$ cat src/rtl/sseg_scan_pkg.sv
// Shared constants for the seven-segment scan decoder: glyph patterns
// (active-low a..g, bit6=a), FSM state encoding and digit count.
package sseg_scan_pkg;

  localparam int NDIG = 4;

  localparam logic [6:0] SSEG_GLYPH_0 = 7'b0000001;
  localparam logic [6:0] SSEG_GLYPH_1 = 7'b1001111;
  localparam logic [6:0] SSEG_GLYPH_2 = 7'b0010010;
  localparam logic [6:0] SSEG_GLYPH_3 = 7'b0000110;
  localparam logic [6:0] SSEG_GLYPH_4 = 7'b1001100;
  localparam logic [6:0] SSEG_GLYPH_5 = 7'b0100100;
  localparam logic [6:0] SSEG_GLYPH_6 = 7'b0100000;
  localparam logic [6:0] SSEG_GLYPH_7 = 7'b0001111;
  localparam logic [6:0] SSEG_GLYPH_8 = 7'b0000000;
  localparam logic [6:0] SSEG_GLYPH_9 = 7'b0000100;
  localparam logic [6:0] SSEG_GLYPH_A = 7'b0001000;
  localparam logic [6:0] SSEG_GLYPH_B = 7'b1100000;
  localparam logic [6:0] SSEG_GLYPH_C = 7'b0110001;
  localparam logic [6:0] SSEG_GLYPH_D = 7'b1000010;
  localparam logic [6:0] SSEG_GLYPH_E = 7'b0110000;
  localparam logic [6:0] SSEG_GLYPH_F = 7'b0111000;
  localparam logic [6:0] SSEG_BLANK   = 7'b1111111;

  typedef enum logic {
    SETTLE = 1'b0,
    HOLD   = 1'b1
  } scan_state_t;

endpackage

$ cat src/rtl/sseg_scan_decoder_glyph.sv
// Combinational seven-segment glyph decoder: maps an active-low a..g pattern
// back to its hex nibble; legal is low (nibble 0) for any non-glyph pattern.
module sseg_glyph_decode
  import sseg_scan_pkg::*;
(
  input  logic [6:0] sseg,
  output logic [3:0] nibble,
  output logic       legal
);

  always_comb begin
    nibble = 4'h0;
    legal  = 1'b1;
    case (sseg)
      SSEG_GLYPH_0: nibble = 4'h0;
      SSEG_GLYPH_1: nibble = 4'h1;
      SSEG_GLYPH_2: nibble = 4'h2;
      SSEG_GLYPH_3: nibble = 4'h3;
      SSEG_GLYPH_4: nibble = 4'h4;
      SSEG_GLYPH_5: nibble = 4'h5;
      SSEG_GLYPH_6: nibble = 4'h6;
      SSEG_GLYPH_7: nibble = 4'h7;
      SSEG_GLYPH_8: nibble = 4'h8;
      SSEG_GLYPH_9: nibble = 4'h9;
      SSEG_GLYPH_A: nibble = 4'hA;
      SSEG_GLYPH_B: nibble = 4'hB;
      SSEG_GLYPH_C: nibble = 4'hC;
      SSEG_GLYPH_D: nibble = 4'hD;
      SSEG_GLYPH_E: nibble = 4'hE;
      SSEG_GLYPH_F: nibble = 4'hF;
      default:      legal  = 1'b0;
    endcase
  end

endmodule

$ cat src/rtl/sseg_scan_decoder.sv
// Receive-side monitor for a multiplexed 4-digit seven-segment bus: settles,
// decodes and assembles frames. Optional stall watchdog under SSEG_STALL_DET_EN.
module sseg_scan_decoder
  import sseg_scan_pkg::*;
#(
  parameter int STABLE_CYC = 4,
  parameter int STALL_W    = 20
) (
  input  logic        clk,
  input  logic        reset,
  input  logic [3:0]  an,
  input  logic [6:0]  sseg,
  output logic [15:0] digits,
  output logic [3:0]  digit_ok,
  output logic        frame_valid,
  output logic        frame_changed,
  output logic        err,
  output logic        stall
);

  localparam logic [7:0] LAST_CNT = 8'(STABLE_CYC - 1);

  logic [3:0]  an_meta, an_sync, an_cmp;
  logic [6:0]  sseg_meta, sseg_sync, sseg_cmp;
  logic [7:0]  count, count_next;
  logic [3:0]  seen;
  logic [15:0] prev_frame;
  logic        capture, same;
  logic [1:0]  sel;
  logic        one_low;
  logic [3:0]  nibble;
  logic        legal;

  scan_state_t state, next_state;

  // Synchronisers and compare stage reset to the idle bus (all lines high)
  always_ff @(posedge clk or negedge reset) begin
    if (!reset) begin
      an_meta   <= '1;
      an_sync   <= '1;
      an_cmp    <= '1;
      sseg_meta <= '1;
      sseg_sync <= '1;
      sseg_cmp  <= '1;
    end else begin
      an_meta   <= an;
      an_sync   <= an_meta;
      an_cmp    <= an_sync;
      sseg_meta <= sseg;
      sseg_sync <= sseg_meta;
      sseg_cmp  <= sseg_sync;
    end
  end

  assign same = ({an_sync, sseg_sync} == {an_cmp, sseg_cmp});

  always_ff @(posedge clk or negedge reset) begin
    if (!reset) begin
      state <= SETTLE;
      count <= '0;
    end else begin
      state <= next_state;
      count <= count_next;
    end
  end

  always_comb begin
    next_state = state;
    count_next = count;
    capture    = 1'b0;
    case (state)
      SETTLE: begin
        if (!same) begin
          count_next = '0;
        end else if (count == LAST_CNT) begin
          capture    = 1'b1;
          next_state = HOLD;
        end else begin
          count_next = count + 8'd1;
        end
      end
      HOLD: begin
        if (!same) begin
          count_next = '0;
          next_state = SETTLE;
        end
      end
      default: next_state = SETTLE;
    endcase
  end

  always_comb begin
    sel     = 2'd0;
    one_low = 1'b0;
    case (an_cmp)
      4'b1110: begin sel = 2'd0; one_low = 1'b1; end
      4'b1101: begin sel = 2'd1; one_low = 1'b1; end
      4'b1011: begin sel = 2'd2; one_low = 1'b1; end
      4'b0111: begin sel = 2'd3; one_low = 1'b1; end
      default: ;
    endcase
  end

  sseg_glyph_decode u_glyph (
    .sseg   (sseg_cmp),
    .nibble (nibble),
    .legal  (legal)
  );

  // A completed frame is reported the cycle after its last slot was written
  always_ff @(posedge clk or negedge reset) begin
    if (!reset) begin
      digits        <= '0;
      digit_ok      <= '0;
      seen          <= '0;
      prev_frame    <= '0;
      frame_valid   <= 1'b0;
      frame_changed <= 1'b0;
      err           <= 1'b0;
    end else begin
      frame_valid   <= 1'b0;
      frame_changed <= 1'b0;
      err           <= 1'b0;
      if (seen == 4'b1111) begin
        frame_valid   <= 1'b1;
        frame_changed <= (digits != prev_frame);
        prev_frame    <= digits;
        seen          <= '0;
      end
      if (capture) begin
        if (one_low) begin
          digits[{sel, 2'b00} +: 4] <= legal ? nibble : 4'h0;
          digit_ok[sel]             <= legal;
          seen[sel]                 <= 1'b1;
        end else if (an_cmp != 4'b1111) begin
          err <= 1'b1;
        end
      end
    end
  end

`ifdef SSEG_STALL_DET_EN
  logic [STALL_W-1:0] stall_cnt;

  always_ff @(posedge clk or negedge reset) begin
    if (!reset) begin
      stall_cnt <= '0;
    end else if (frame_valid) begin
      stall_cnt <= '0;
    end else if (stall_cnt != '1) begin
      stall_cnt <= stall_cnt + 1'b1;
    end
  end

  assign stall = (stall_cnt == '1);
`else
  // Watchdog absent: the width parameter only keeps the interface identical
  assign stall = (STALL_W < 0);
`endif

endmodule

$ cat config.mk
export PLATFORM = sky130hd
export DESIGN_NAME = sseg_scan_decoder
export DESIGN_NICKNAME = d
export VERILOG_FILES = /design/src/rtl/sseg_scan_pkg.sv /design/src/rtl/sseg_scan_decoder_glyph.sv /design/src/rtl/sseg_scan_decoder.sv
export SDC_FILE = /design/constraint.sdc
export NUM_CORES = 1
export LEC_CHECK = 0
export ABC_AREA = 1
export ABC_CLOCK_PERIOD_IN_PS = 4250
export BUFFER_PORTS_ARGS = -buffer_cell sky130_fd_sc_hd__buf_2
export CAP_MARGIN = 30
export CORE_ASPECT_RATIO = 0.7
export CORE_MARGIN = 2
export CORE_UTILIZATION = 63
export CTS_CLUSTER_SIZE = 16
export DETAILED_ROUTE_END_ITERATION = 12
export GPL_TIMING_DRIVEN = 1
export PLACE_DENSITY = 0.83
export SETUP_SLACK_MARGIN = 0.2
export SLEW_MARGIN = 0
export SYNTH_ARGS = -nofsm -noshare
export SYNTH_HDL_FRONTEND = slang
export SYNTH_SLANG_ARGS = --single-unit
$ cat constraint.sdc
create_clock -name clk -period 4.25 [get_ports clk]
set_input_delay 0.6375 -clock clk [delete_from_list [all_inputs] [get_ports clk]]
set_output_delay 0.6375 -clock clk [all_outputs]
set_load 0.01 [all_outputs]
-- After elaboration in Yosys (flattened, before gate mapping)
Cells that the tools add are included.
- register bits: 85
- input bits: 13
- output and inout bits: 24
- word-level logic and storage cells: 81
- add/subtract/negate cells: 2
- order comparisons: 2
- equality and inequality tests: 26
- bitwise gates (word level): 2
- shifts and indexed selects: 2
- muxes and demuxes: 26
- reductions and logical operators: 6
- operators by type and width (cell ; number):
    4-bit one-hot mux with 15 select lines ; 1
    7-bit by 6-bit == test with 1-bit output, second input constant ; 5
    7-bit == test, second input constant ; 4
    8-bit two-way mux ; 3
    16-bit bitwise mux ; 1
    4-bit == test, second input constant ; 4
    4-bit two-way mux ; 4
    16-bit inequality test ; 1
    8-bit one-hot mux with 2 select lines ; 1
    16-bit OR reduction ; 1
    4-bit by 6-bit variable shift with 16-bit output, first input constant ; 1
    4-bit by 6-bit indexed part select with 16-bit output ; 1
    7-bit by 3-bit == test with 1-bit output, second input constant ; 2
    7-bit by 4-bit == test with 1-bit output, second input constant ; 2
    1-bit two-way mux ; 12
    11-bit == test ; 1
    8-bit by 1-bit adder with 8-bit output, second input constant ; 1
    8-bit by 2-bit == test with 1-bit output, second input constant ; 1
    7-bit by 1-bit == test with 1-bit output, second input constant ; 1
    7-bit by 5-bit == test with 1-bit output, second input constant ; 1
    7-bit zero test ; 1
    4-bit negator with 6-bit output ; 1
    2-bit one-hot mux with 3 select lines ; 1
    4-bit bitwise mux ; 1
    13 further kinds ; 14

-- Longest topological paths before layout
Gate-level depths: netlist of run 1.
- depth in word-level cells: 9
- gate-level depth with buffers: 12
- mapped depth without buffers: 12

-- Modules after synthesis
A second synthesis of run 1 with hierarchy kept.
- cells, all modules: 496
- area, all modules: 4100.2 um^2
- modules (own cells, without submodules) (module ; area each (um^2) ; cells an instance ; seq. area each (um^2) ; times used):
    sseg_scan_decoder ; 3773.6 ; 423 ; 2168.3 ; 1
    sseg_glyph_decode ; 326.6 ; 73 ; 0.0 ; 1

-- Worst setup path before layout of run 1
Ideal clock, no wire load.
- kind: flip-flop to flip-flop
- start: register an_cmp[0]
- end: register digits[0]
- setup slack: 2.470 ns
- library setup time: 0.065 ns
- data arrival time: 1.715 ns
- buffers on the path: 0
- cell stages (with the launch flop): 12
- required time: 4.185 ns
- cells stage by stage: dfstp_2 nand2_1 inv_2 o21ai_2 nor2_4 inv_2 ha_1 inv_1 nand2_1 inv_1 nand3_1 nand2_1
- word-level cells in the longest chain between the ends: 5
- elaborated cells between the ends (all ways): 15
- RTL lines (what ; line ; text):
    start, declared ; sseg_scan_decoder.sv:23 ; logic [3:0] an_meta, an_sync, an_cmp;
    start signal, assigned ; sseg_scan_decoder.sv:48 ; an_cmp <= an_sync;
    4-bit by 3-bit == test with 1-bit output or 4-bit == test (tied branches) ; sseg_scan_decoder.sv:95 ; case (an_cmp)
    2-bit one-hot mux with 3 select lines ; sseg_scan_decoder.sv:95 ;
    4-bit negator with 6-bit output ; sseg_scan_decoder.sv:132 ; digits[{sel, 2'b00} +: 4] <= legal ? nibble : 4'h0;
    4-bit by 6-bit indexed part select with 16-bit output or 4-bit by 6-bit variable shift with 16-bit output (tied branches) ; sseg_scan_decoder.sv:132 ;
    16-bit bitwise mux ; sseg_scan_decoder.sv:132 ;
    end signal, assigned by index ; sseg_scan_decoder.sv:132 ;
    end, declared ; sseg_scan_decoder.sv:13 ; output logic [15:0] digits,
Several ways; a longest one is shown, not always the timed one.
A chain may end at the register's enable or synchronous reset.

-- Final worst setup path of run 1
- start: register an_cmp[3]
- end: register digits[1]
The elaborated chain is that of the path after synthesis.

==> run metrics, run 1 <==
initial antenna violation count=0; via count=2993; final non-filler cell total=581; Critical Path Sink Type=flip-flop; H-tree Lvls=3; Worst Max-Slew Pin Slew=0.615 ns; Tmin final=2.06 ns; Worst Path Arrival=2.36 ns; total grt overflow=0; vias in the first global route=2641; max_slew headroom=58.7%; Post-DP HPWL=5.35 mm; CTS resizes=0; Post-Synth Adder-Cell Area=2.54%; final hold viol count=0; largest family of logic cells by synthesized area=simple AND/OR/NAND/NOR gates; total track usage=21.9%; Worst Setup Slack, final=2.19 ns; max cap viols=0; Filler cells=471; Initial Util=64.4%; Simple-Gate Fraction of Synth Area=29.4%; ys async rst share=100%; DRT iter0 DRCs=177; CTS tree=yes; xor-xnor portion of the synthesized cell area=2.66%; final setup violating endpoints=0; Design Area, Final=4420 µm²; placed inst area=4220 µm²; syn_area_per_cell=8.67 µm²; worst r2r dst=digits[1]; post-synthesis compound-gate area fraction=4.28%; Ys Warns=0; peak supply drop=0.319 mV; Synth Flop Type=dfrtp_1; CTS max path bufs=2; Max Clk Rate=484 MHz; Yosys cell types=34; pwr dens=336 nW/µm²; Ports=37; setup bufs post-CTS=0; gpl congestion=0.963; vias per inst=5.15; DRT Pass-1 Iters=5; CP max FO=10; CP Launch Point=an_cmp[3]; Post-CTS Hold Buffers=0; root buffer cell=clkbuf_8; Port Buffer Count=35; Final Routed Wirelength=7.11 mm; Nets=519; syn_nets=476; worst reg2reg setup slack=2.19 ns; layout cells sized above 1=22.1%; Worst Skew=0.0132 ns; P&R area growth vs syn=12.0%; Gate Count Post-Synth=455; DIE HEIGHT=70.2 µm; DP Cell Count=565; Worst Path Required=4.55 ns; setup TNS=0 ns; crit path kind=flip-flop to flip-flop; commonest non-fill, non-tap cell in the layout=nand2_1; Routed Antenna Nets=0; status=completed; Tcrit/Tclk final=48.6%; die width=98.6 µm; worst reg2reg path startpoint=an_cmp[3]; RSZ-0062 raised after global routing=no; HP Class=input pin to async pin; post-synthesis mux area share=0%; Yosys reg bits=85; LEAKAGE=2.32 nW; clock slew at reported path FFs=0.09 ns; EDFF count, synth=0; area of the die=6920 µm²; crit start category=flip-flop; drc violations=0; Rows=24; global-route wire length before repair=11.8 mm; Seq/Total Area, Yosys=55.0%; total CTS buffers=9; commonest cells after routing, fill and taps aside=159 x nand2_1, 52 x dfrtp_1, 50 x inv_1, 34 x buf_2; clock sink count=85; largest net degree at the start of global routing=45; mean routed wirelength per cell=12.2 µm; max-slew violations=0; Ant. Diodes=0; core box area=6130 µm²; Netlist Area Pre-Place=3940 µm²; Worst-Skew Late Latency=0.36 ns; reg2reg path depth=8; Post-Place Worst Slack=2.20 ns
-- synth_stat cells (all sizes together) (2+ instances only) --
cell / count / area share [%]
nor3: 9 / 1.3
xor2: 3 / 0.67
nor4: 3 / 0.48
nand3: 27 / 3.4
clkinv: 2 / 0.22
nand2: 159 / 15
dfrtp: 52 / 33
xnor2: 9 / 2.0
clkbuf: 3 / 0.29
nand3b: 4 / 0.76
inv: 56 / 5.3
dfstp: 33 / 22
o2111ai: 3 / 0.67
o21ai: 15 / 2.1
or2: 6 / 0.95
ha: 8 / 2.5
nand4: 12 / 2.4
a21oi: 5 / 0.63
nor2: 39 / 4.7
-- metrics by stage --
step                utilization (%)  hold WS (ns)  power, W
finish                         72.1         0.254   0.00148
global route                   72.1         0.289   0.00155
CTS                            72.1         0.252   0.00150
detailed placement             68.9         0.347  0.000938
global placement               68.6         0.345  0.000933
floorplan                         -         0.342  0.000904
-- worst max-delay path by stage --
stage                      to  slack (ns)  depth (start not counted)
floorplan           digits[0]        2.47                         11
global placement    digits[1]        2.32                          8
detailed placement  digits[0]        2.20                          8
CTS                 digits[1]        2.19                          8
global route        digits[1]        2.03                          9
finish              digits[1]        2.19                          8
-- cells by family after synthesis --
logic type                 after synthesis
DFF                                     85
buffers and inverters                   62
other                                    1
xor gates and xnor gates                12
adders and majority gates                8
and+or+nand+nor                        260
AOI/OAI and AO/OA                       27
-- area by class of cell --
cell class,count,area (µm²),area share [%]
Clock buffer,10,149,3.37
Inverter,58,219,4.96
Timing Repair Buffer,36,198,4.47
Tap cell,78,97.6,2.21
Sequential cell,85,2170,49.1
Multi-Input combinational cell,308,1540,34.8
Clock inverter,6,48.8,1.10
-- per-layer routing --
layer	global-route usage [%]	up-vias	routed length, µm
met3	5.91	12	383
met1	32.1	1384	3560
li1	-	1516	-
met2	31.4	81	3070
met5	0	-	0
met4	8.37	0	97
-- power breakdown --
| part | total, W | switching (W) | leakage [nW] | internal, W |
|---|---|---|---|---|
| Sequential | 0.000850 | 0.0000131 | 1.07 | 0.000837 |
| Clock | 0.000562 | 0.000304 | 0.105 | 0.000258 |
| Combinational | 0.0000721 | 0.0000506 | 1.14 | 0.0000216 |
-- worst max-delay path: stages (launching register included) --
cell and delay (ns):
dfstp_2 0.57, nor3_1 0.07, a31oi_2 0.41, ha_1 0.39, inv_1 0.16, nand2_1 0.07
inv_1 0.15, nand3_1 0.11, nand2_1 0.08
-- flip-flops by register name (all words and copies together), names as in the netlist, 7 cells and up --
name,count
count,8
sseg_cmp,7
sseg_meta,7
sseg_sync,7
digits,16
prev_frame,16
Note: power is estimated with default switching activity, not from simulation.
==> run 2: changes to the inputs <==
--- a/config.mk
+++ b/config.mk
@@ -6,16 +6,16 @@
 export NUM_CORES = 1
 export LEC_CHECK = 0
 export ABC_AREA = 1
-export ABC_CLOCK_PERIOD_IN_PS = 4250
+export ABC_CLOCK_PERIOD_IN_PS = 2100
 export BUFFER_PORTS_ARGS = -buffer_cell sky130_fd_sc_hd__buf_2
 export CAP_MARGIN = 30
 export CORE_ASPECT_RATIO = 0.7
 export CORE_MARGIN = 2
-export CORE_UTILIZATION = 63
+export CORE_UTILIZATION = 59
 export CTS_CLUSTER_SIZE = 16
 export DETAILED_ROUTE_END_ITERATION = 12
 export GPL_TIMING_DRIVEN = 1
-export PLACE_DENSITY = 0.83
+export PLACE_DENSITY = 0.78
 export SETUP_SLACK_MARGIN = 0.2
 export SLEW_MARGIN = 0
 export SYNTH_ARGS = -nofsm -noshare
==> constraint.sdc (replaced) <==
create_clock -name clk -period 2.1 [get_ports clk]
set_input_delay 0.315 -clock clk [delete_from_list [all_inputs] [get_ports clk]]
set_output_delay 0.315 -clock clk [all_outputs]
set_load 0.01 [all_outputs]
==> run 2 against run 1 <==
Against the previous run:
- worst hold slack got worse by 0.20 ns
- highest routed layer unchanged
- global-route usage rose by 2.2 points
- utilization is 2.2 points higher
- critical endpoint is now count[6]
- first-iteration DRC count fell by 7.3%
- critical path type unchanged
==> run metrics, run 2 (synthesis gave the netlist of run 1 again) <==
Worst Path Required=2.34 ns (was 4.55 ns); vias in the first global route=3009 (was 2641); commonest non-fill, non-tap cell in the layout=nand2_1 (unchanged); P&R area growth vs syn=19.4% (was 12.0%); drc violations=0 (unchanged); Design Area, Final=4710 µm² (was 4420 µm²); gpl congestion=0.996 (was 0.963); Rows=24 (unchanged); pwr dens=690 nW/µm² (was 336 nW/µm²); clock slew at reported path FFs=0.08 ns (was 0.09 ns); Tcrit/Tclk final=89.2% (was 48.6%); max-slew violations=0 (unchanged); Final Routed Wirelength=8.22 mm (was 7.11 mm); Worst Setup Slack, final=0.227 ns (was 2.19 ns); peak supply drop=0.479 mV (was 0.319 mV); hold_ws=0.0516 ns (was 0.254 ns); initial antenna violation count=0 (unchanged); Nets=535 (was 519); Routed Antenna Nets=0 (unchanged); via count=3143 (was 2993); LEAKAGE=2.43 nW (was 2.32 nW); DP Cell Count=581 (was 565); Worst Skew=0.00785 ns (was 0.0132 ns); core box area=6340 µm² (was 6130 µm²); DRT iter0 DRCs=164 (was 177); max cap viols=0 (unchanged); DRT Pass-1 Iters=5 (unchanged); top flop regs=digits: 16 flops, prev_frame: 16 flops, count: 8 flops (unchanged); min-delay src=sseg[2]; final non-filler cell total=610 (was 581); Post-DP HPWL=5.62 mm (was 5.35 mm); H-tree Lvls=3 (unchanged); status=completed (unchanged); RSZ-0062 raised after global routing=yes (was no); CTS tree=yes (unchanged); P_sw=0.000748 W (was 0.000368 W); global-route wire length before repair=13.5 mm (was 11.8 mm); final setup violating endpoints=0 (unchanged); placed inst area=4260 µm² (was 4220 µm²); crit start category=flip-flop (unchanged); final hold viol count=0 (unchanged); max_slew headroom=55.8% (was 58.7%); Flop pwr share=53.1% (was 57.3%); total track usage=24.0% (was 21.9%); crit path kind=flip-flop to flip-flop (unchanged); total CTS buffers=9 (unchanged); Worst Max-Slew Pin Slew=0.658 ns (was 0.615 ns); Initial Util=62.2% (was 64.4%); layout cells sized above 1=27.9% (was 22.1%); CP Launch Point=count[1] (was an_cmp[3]); total grt overflow=0 (unchanged); Post-Place Worst Slack=0.0920 ns (was 2.20 ns); root buffer cell=clkbuf_8 (unchanged); DIE HEIGHT=72.4 µm (was 70.2 µm); largest net degree at the start of global routing=43 (was 45); Ports=37 (unchanged); area of the die=7370 µm² (was 6920 µm²); clock sink count=85 (unchanged); HP Class=input pin to flip-flop (was input pin to async pin); internal power=0.00250 W (was 0.00112 W); Port Buffer Count=35 (unchanged); mean routed wirelength per cell=13.5 µm (was 12.2 µm); Max Clk Rate=534 MHz (was 484 MHz); vias per inst=5.15 (about the same); die width=102 µm (was 98.6 µm); Clock power frac=41.1% (was 37.8%); CP max FO=8 (was 10); Comb pwr share=5.8% (was 4.9%); commonest cells after routing, fill and taps aside=156 x nand2_1, 52 x dfrtp_1, 45 x inv_1, 34 x buf_2, 33 x dfstp_2 (was 159 x nand2_1, 52 x dfrtp_1, 50 x inv_1, 34 x buf_2); CTS max path bufs=2 (unchanged); Ant. Diodes=0 (unchanged); Worst-Skew Late Latency=0.35 ns (was 0.36 ns); Critical Path Sink Type=flip-flop (unchanged); setup TNS=0 ns (unchanged); Sw Ratio=23.0% (was 24.8%); Tmin final=1.87 ns (was 2.06 ns); Worst Path Arrival=2.11 ns (was 2.36 ns); worst reg2reg path startpoint=count[1] (was an_cmp[3])
-- run 2: cell types whose count changed in the layout (fill, tap and decap cells not counted), moves of 3 or more --
cell,previous run,this run
buf_4,1,16
inv_1,50,45
inv_6,3,0
nand2_1,159,156
nor2_1,33,29
nor3_1,8,5
-- run 2: routing by layer --
metal  vias up  track usage [%]  wire length (µm)
li1       1542                -                 -
met1      1497             32.3              3700
met2        97             38.6              3970
met3         7             6.74               479
met4         0             6.91                71
met5         -                0                 0
-- run 2: power groups by stage --
stage               Sequential [W]  Combinational (W)  Clock, W
finish                     0.00172           0.000189   0.00133
global route               0.00173           0.000213   0.00144
CTS                        0.00172           0.000164   0.00136
detailed placement         0.00175           0.000151         0
global placement           0.00175           0.000146         0
floorplan                  0.00174          0.0000855         0
-- run 2: timing repair --
| item | in CTS | in global routing |
|---|---|---|
| setup buffers | 2 | 10 |
| gates resized for setup | 9 | 22 |
| setup endpoints to repair | 17 | 26 |
| hold buffers | 1 | 0 |
| endpoints found under the hold margin | 17 | 0 |
| cloned | 0 | 0 |
| pin swaps | 4 | 15 |
-- run 2: per-stage QoR --
step                      utilization [%]  power [W]
after floorplan                         -    0.00183
after global placement               67.2    0.00190
after detailed placement             67.2    0.00190
after CTS                            72.0    0.00325
after global routing                 74.3    0.00338
final                                74.3    0.00325
-- run 2: critical path, stage by stage (launching register included) --
cell and delay [ns]:
dfrtp_1 0.40, ha_2 0.24, nand2_1 0.06, nor2_1 0.12
nand2_2 0.12, nand2_1 0.17, nand4_2 0.23, nand3_1 0.16
xor2_1 0.18, nor2_1 0.07
-- run 2: area by class of cell --
class                           instances  area, µm²
Clock buffer                           12        188
Clock inverter                          4       58.8
Fill cell                             463       1630
Inverter                               58        226
Multi-Input combinational cell        308       1630
Sequential cell                        85       2170
Tap cell                               91        114
Timing Repair Buffer                   52        320
-- run 2: final timing paths --
check | cells past startpoint | slack (ns) | end
max in group asynchronous | 3 | 1.13 | prev_frame[8]
min reg2reg | 0 | 0.36 | sseg_sync[3]
min in group asynchronous | 2 | 0.38 | seen[0]
max | 9 | 0.23 | count[6]
max reg2reg | 9 | 0.23 | count[6]
min | 1 | 0.05 | sseg_meta[2]
==> run 3: changes to the inputs <==
--- a/config.mk
+++ b/config.mk
@@ -6,7 +6,7 @@
 export NUM_CORES = 1
 export LEC_CHECK = 0
 export ABC_AREA = 1
-export ABC_CLOCK_PERIOD_IN_PS = 2100
+export ABC_CLOCK_PERIOD_IN_PS = 1900
 export BUFFER_PORTS_ARGS = -buffer_cell sky130_fd_sc_hd__buf_2
 export CAP_MARGIN = 30
 export CORE_ASPECT_RATIO = 0.7
==> constraint.sdc (replaced) <==
create_clock -name clk -period 1.9 [get_ports clk]
set_input_delay 0.285 -clock clk [delete_from_list [all_inputs] [get_ports clk]]
set_output_delay 0.285 -clock clk [all_outputs]
set_load 0.01 [all_outputs]
==> run 3 against run 2 <==
Against the previous run:
- sequential power is 10% higher
- non-clock buffer count grew 28
- power rose by 9.6%
- count of clock-buffer cells in the layout stayed put
- critical endpoint is now digit_ok[3]
- largest cell class unchanged
- highest routed layer unchanged
==> run metrics, run 3 (synthesis gave the netlist of run 1 again) <==
end-of-flow core utilization=79.7% (was 74.3%); Worst-Skew Late Latency=0.37 ns (was 0.35 ns); DRT iter0 DRCs=152 (was 164); clock sink count=85 (unchanged); gpl congestion=0.874 (was 0.996); pwr dens=705 nW/µm² (was 690 nW/µm²); total CTS buffers=9 (unchanged); vias per inst=5.18 (was 5.15); vias in the first global route=3114 (was 3009); Ant. Diodes=0 (unchanged); via count=3306 (was 3143); clock slew at reported path FFs=0.09 ns (was 0.08 ns); max incr delay on CP=0.59 ns (was 0.40 ns); Nets=563 (was 535); total grt overflow=0 (unchanged); DIE HEIGHT=72.4 µm (unchanged); Filler cells=395 (was 463); Worst Path Required=2.17 ns (was 2.34 ns); layout cells sized above 1=34.7% (was 27.9%); Global Route met1 Usage=32.8% (was 32.3%); hold endpoint=an_meta[2] (was sseg_meta[2]); crit path kind=flip-flop to flip-flop (unchanged); Post-DP HPWL=5.74 mm (was 5.62 mm); delay-heaviest family, CP=simple AND/OR/NAND/NOR gates (unchanged); largest net degree at the start of global routing=38 (was 43); H-tree Lvls=3 (unchanged); Max Clk Rate=542 MHz (was 534 MHz); top flop regs=digits: 16 flops, prev_frame: 16 flops, count: 8 flops (unchanged); min-delay src=an[2] (was sseg[2]); commonest cells after routing, fill and taps aside=141 x nand2_1, 52 x dfrtp_1, 42 x inv_1, 34 x buf_2, 33 x dfstp_2 (was 156 x nand2_1, 52 x dfrtp_1, 45 x inv_1, 34 x buf_2, 33 x dfstp_2); drc violations=0 (unchanged); core box area=6340 µm² (unchanged); setup TNS=0 ns (unchanged); GRT met3 Usage=7.42% (was 6.74%); CTS tree=yes (unchanged); Tcrit/Tclk final=97.1% (was 89.2%); Initial Util=62.2% (unchanged); LEAKAGE=2.55 nW (was 2.43 nW); Buf/Inv on CP=1 (was 0); area of the die=7370 µm² (unchanged); final hold viol count=0 (unchanged); worst reg2reg setup slack=0.06 ns (was 0.23 ns); final setup violating endpoints=0 (unchanged); Worst Skew=0.0132 ns (was 0.00785 ns); global-route wire length before repair=13.9 mm (was 13.5 mm); Rows=24 (unchanged); Ports=37 (unchanged); mean routed wirelength per cell=13.8 µm (was 13.5 µm); commonest non-fill, non-tap cell in the layout=nand2_1 (unchanged); Tmin final=1.84 ns (was 1.87 ns); crit start category=flip-flop (unchanged); Critical Path Sink Type=flip-flop (unchanged); CP Launch Point=sseg_cmp[2] (was count[1]); global route hottest layer=met2 (unchanged); GRT met2 Usage=38.2% (was 38.6%); peak supply drop=0.648 mV (was 0.479 mV); Final Routed Wirelength=8.82 mm (was 8.22 mm); root buffer cell=clkbuf_8 (unchanged); Critical Path, Cell by Cell=inv_1 -> nand4_1 -> nor2_1 -> nor2_1 -> nand2_1 -> nor2_2 -> nand4_1 -> nand3_1 -> nand2_1 (was ha_2 -> nand2_1 -> nor2_1 -> nand2_2 -> nand2_1 -> nand4_2 -> nand3_1 -> xor2_1 -> nor2_1); Worst Path Arrival=2.11 ns (about the same); worst reg2reg path startpoint=sseg_cmp[2] (was count[1]); max-slew violations=0 (unchanged); initial antenna violation count=0 (unchanged); Stages on worst setup path=9 (unchanged); RSZ-0062 raised after global routing=yes (unchanged); reg2reg path depth=9 (unchanged); P&R area growth vs syn=28.0% (was 19.4%); CP max FO=4 (was 8); slowest cell on the critical path=dfstp_2 (was dfrtp_1); Port Buffer Count=35 (unchanged); max cap viols=0 (unchanged); worst r2r dst=digit_ok[3] (was count[6]); status=completed (unchanged); CTS max path bufs=2 (unchanged); Hold Path Depth=1 (unchanged); die width=102 µm (unchanged); Routed Antenna Nets=0 (unchanged); total track usage=24.8% (was 24.0%); DRT Pass-1 Iters=5 (unchanged); HP Class=input pin to flip-flop (unchanged)
## run 3: cell count changes in the layout (fill, tap and decap cells not counted), sizes merged
cell,before,now
buf,51,69
dlygate4sd3,1,11
bufinv,1,2
clkinv,4,3
clkinvlp,0,1
inv,57,56
## run 3: worst max path at each step
stage                              to
after floorplan            digits[12]
after global placement      digits[0]
after detailed placement    digits[7]
after CTS                   digits[0]
after global routing       digits[13]
final                     digit_ok[3]
## run 3: where the power goes
| group | total (W) | internal (W) | switching, W |
|---|---|---|---|
| clock | 0.00139 | 0.000775 | 0.000618 |
| sequential | 0.00190 | 0.00187 | 0.0000297 |
| combinational | 0.000262 | 0.000106 | 0.000155 |
## run 3: per-layer routing
layer	up-vias	wire length [µm]
li1	1611	-
met1	1538	3820
met2	133	4190
met3	24	607
met4	0	201
met5	-	0
## run 3: area by class of cell
cell class              count  area, µm²  share of cell area [%]
repair buffers             80        586                    11.6
multi-input cells         308       1740                    34.4
inverters                  58        226                    4.49
clock inverters             4       72.6                    1.44
well taps                  91        114                    2.26
flip-flops and latches     85       2170                    43.0
clock buffers              12        145                    2.88
## run 3: repair_timing
| action | 4_1_cts | 5_1_grt |
|---|---|---|
| pin swaps | 10 | 35 |
| hold endpoints to repair | 20 | 0 |
| hold buffers | 11 | 0 |
| buffers inserted | 15 | 8 |
| endpoints found under the setup margin | 29 | 31 |
| gates resized for setup | 14 | 53 |
## run 3: through the flow
stage | instance area, µm² | total power (W) | hold WS [ns] | std cells | setup slack [ns]
finish | 5050 | 0.00356 | 0.0251 | 638 | 0.0551
global route | 5050 | 0.00368 | 0.00344 | 638 | -0.0741
CTS | 4800 | 0.00355 | 0.000790 | 630 | 0.0743
detailed placement | 4320 | 0.00211 | 0.229 | 588 | 0.0282
global placement | 4320 | 0.00211 | 0.232 | 588 | 0.100
floorplan | 3960 | 0.00203 | -0.0106 | 455 | 0.194
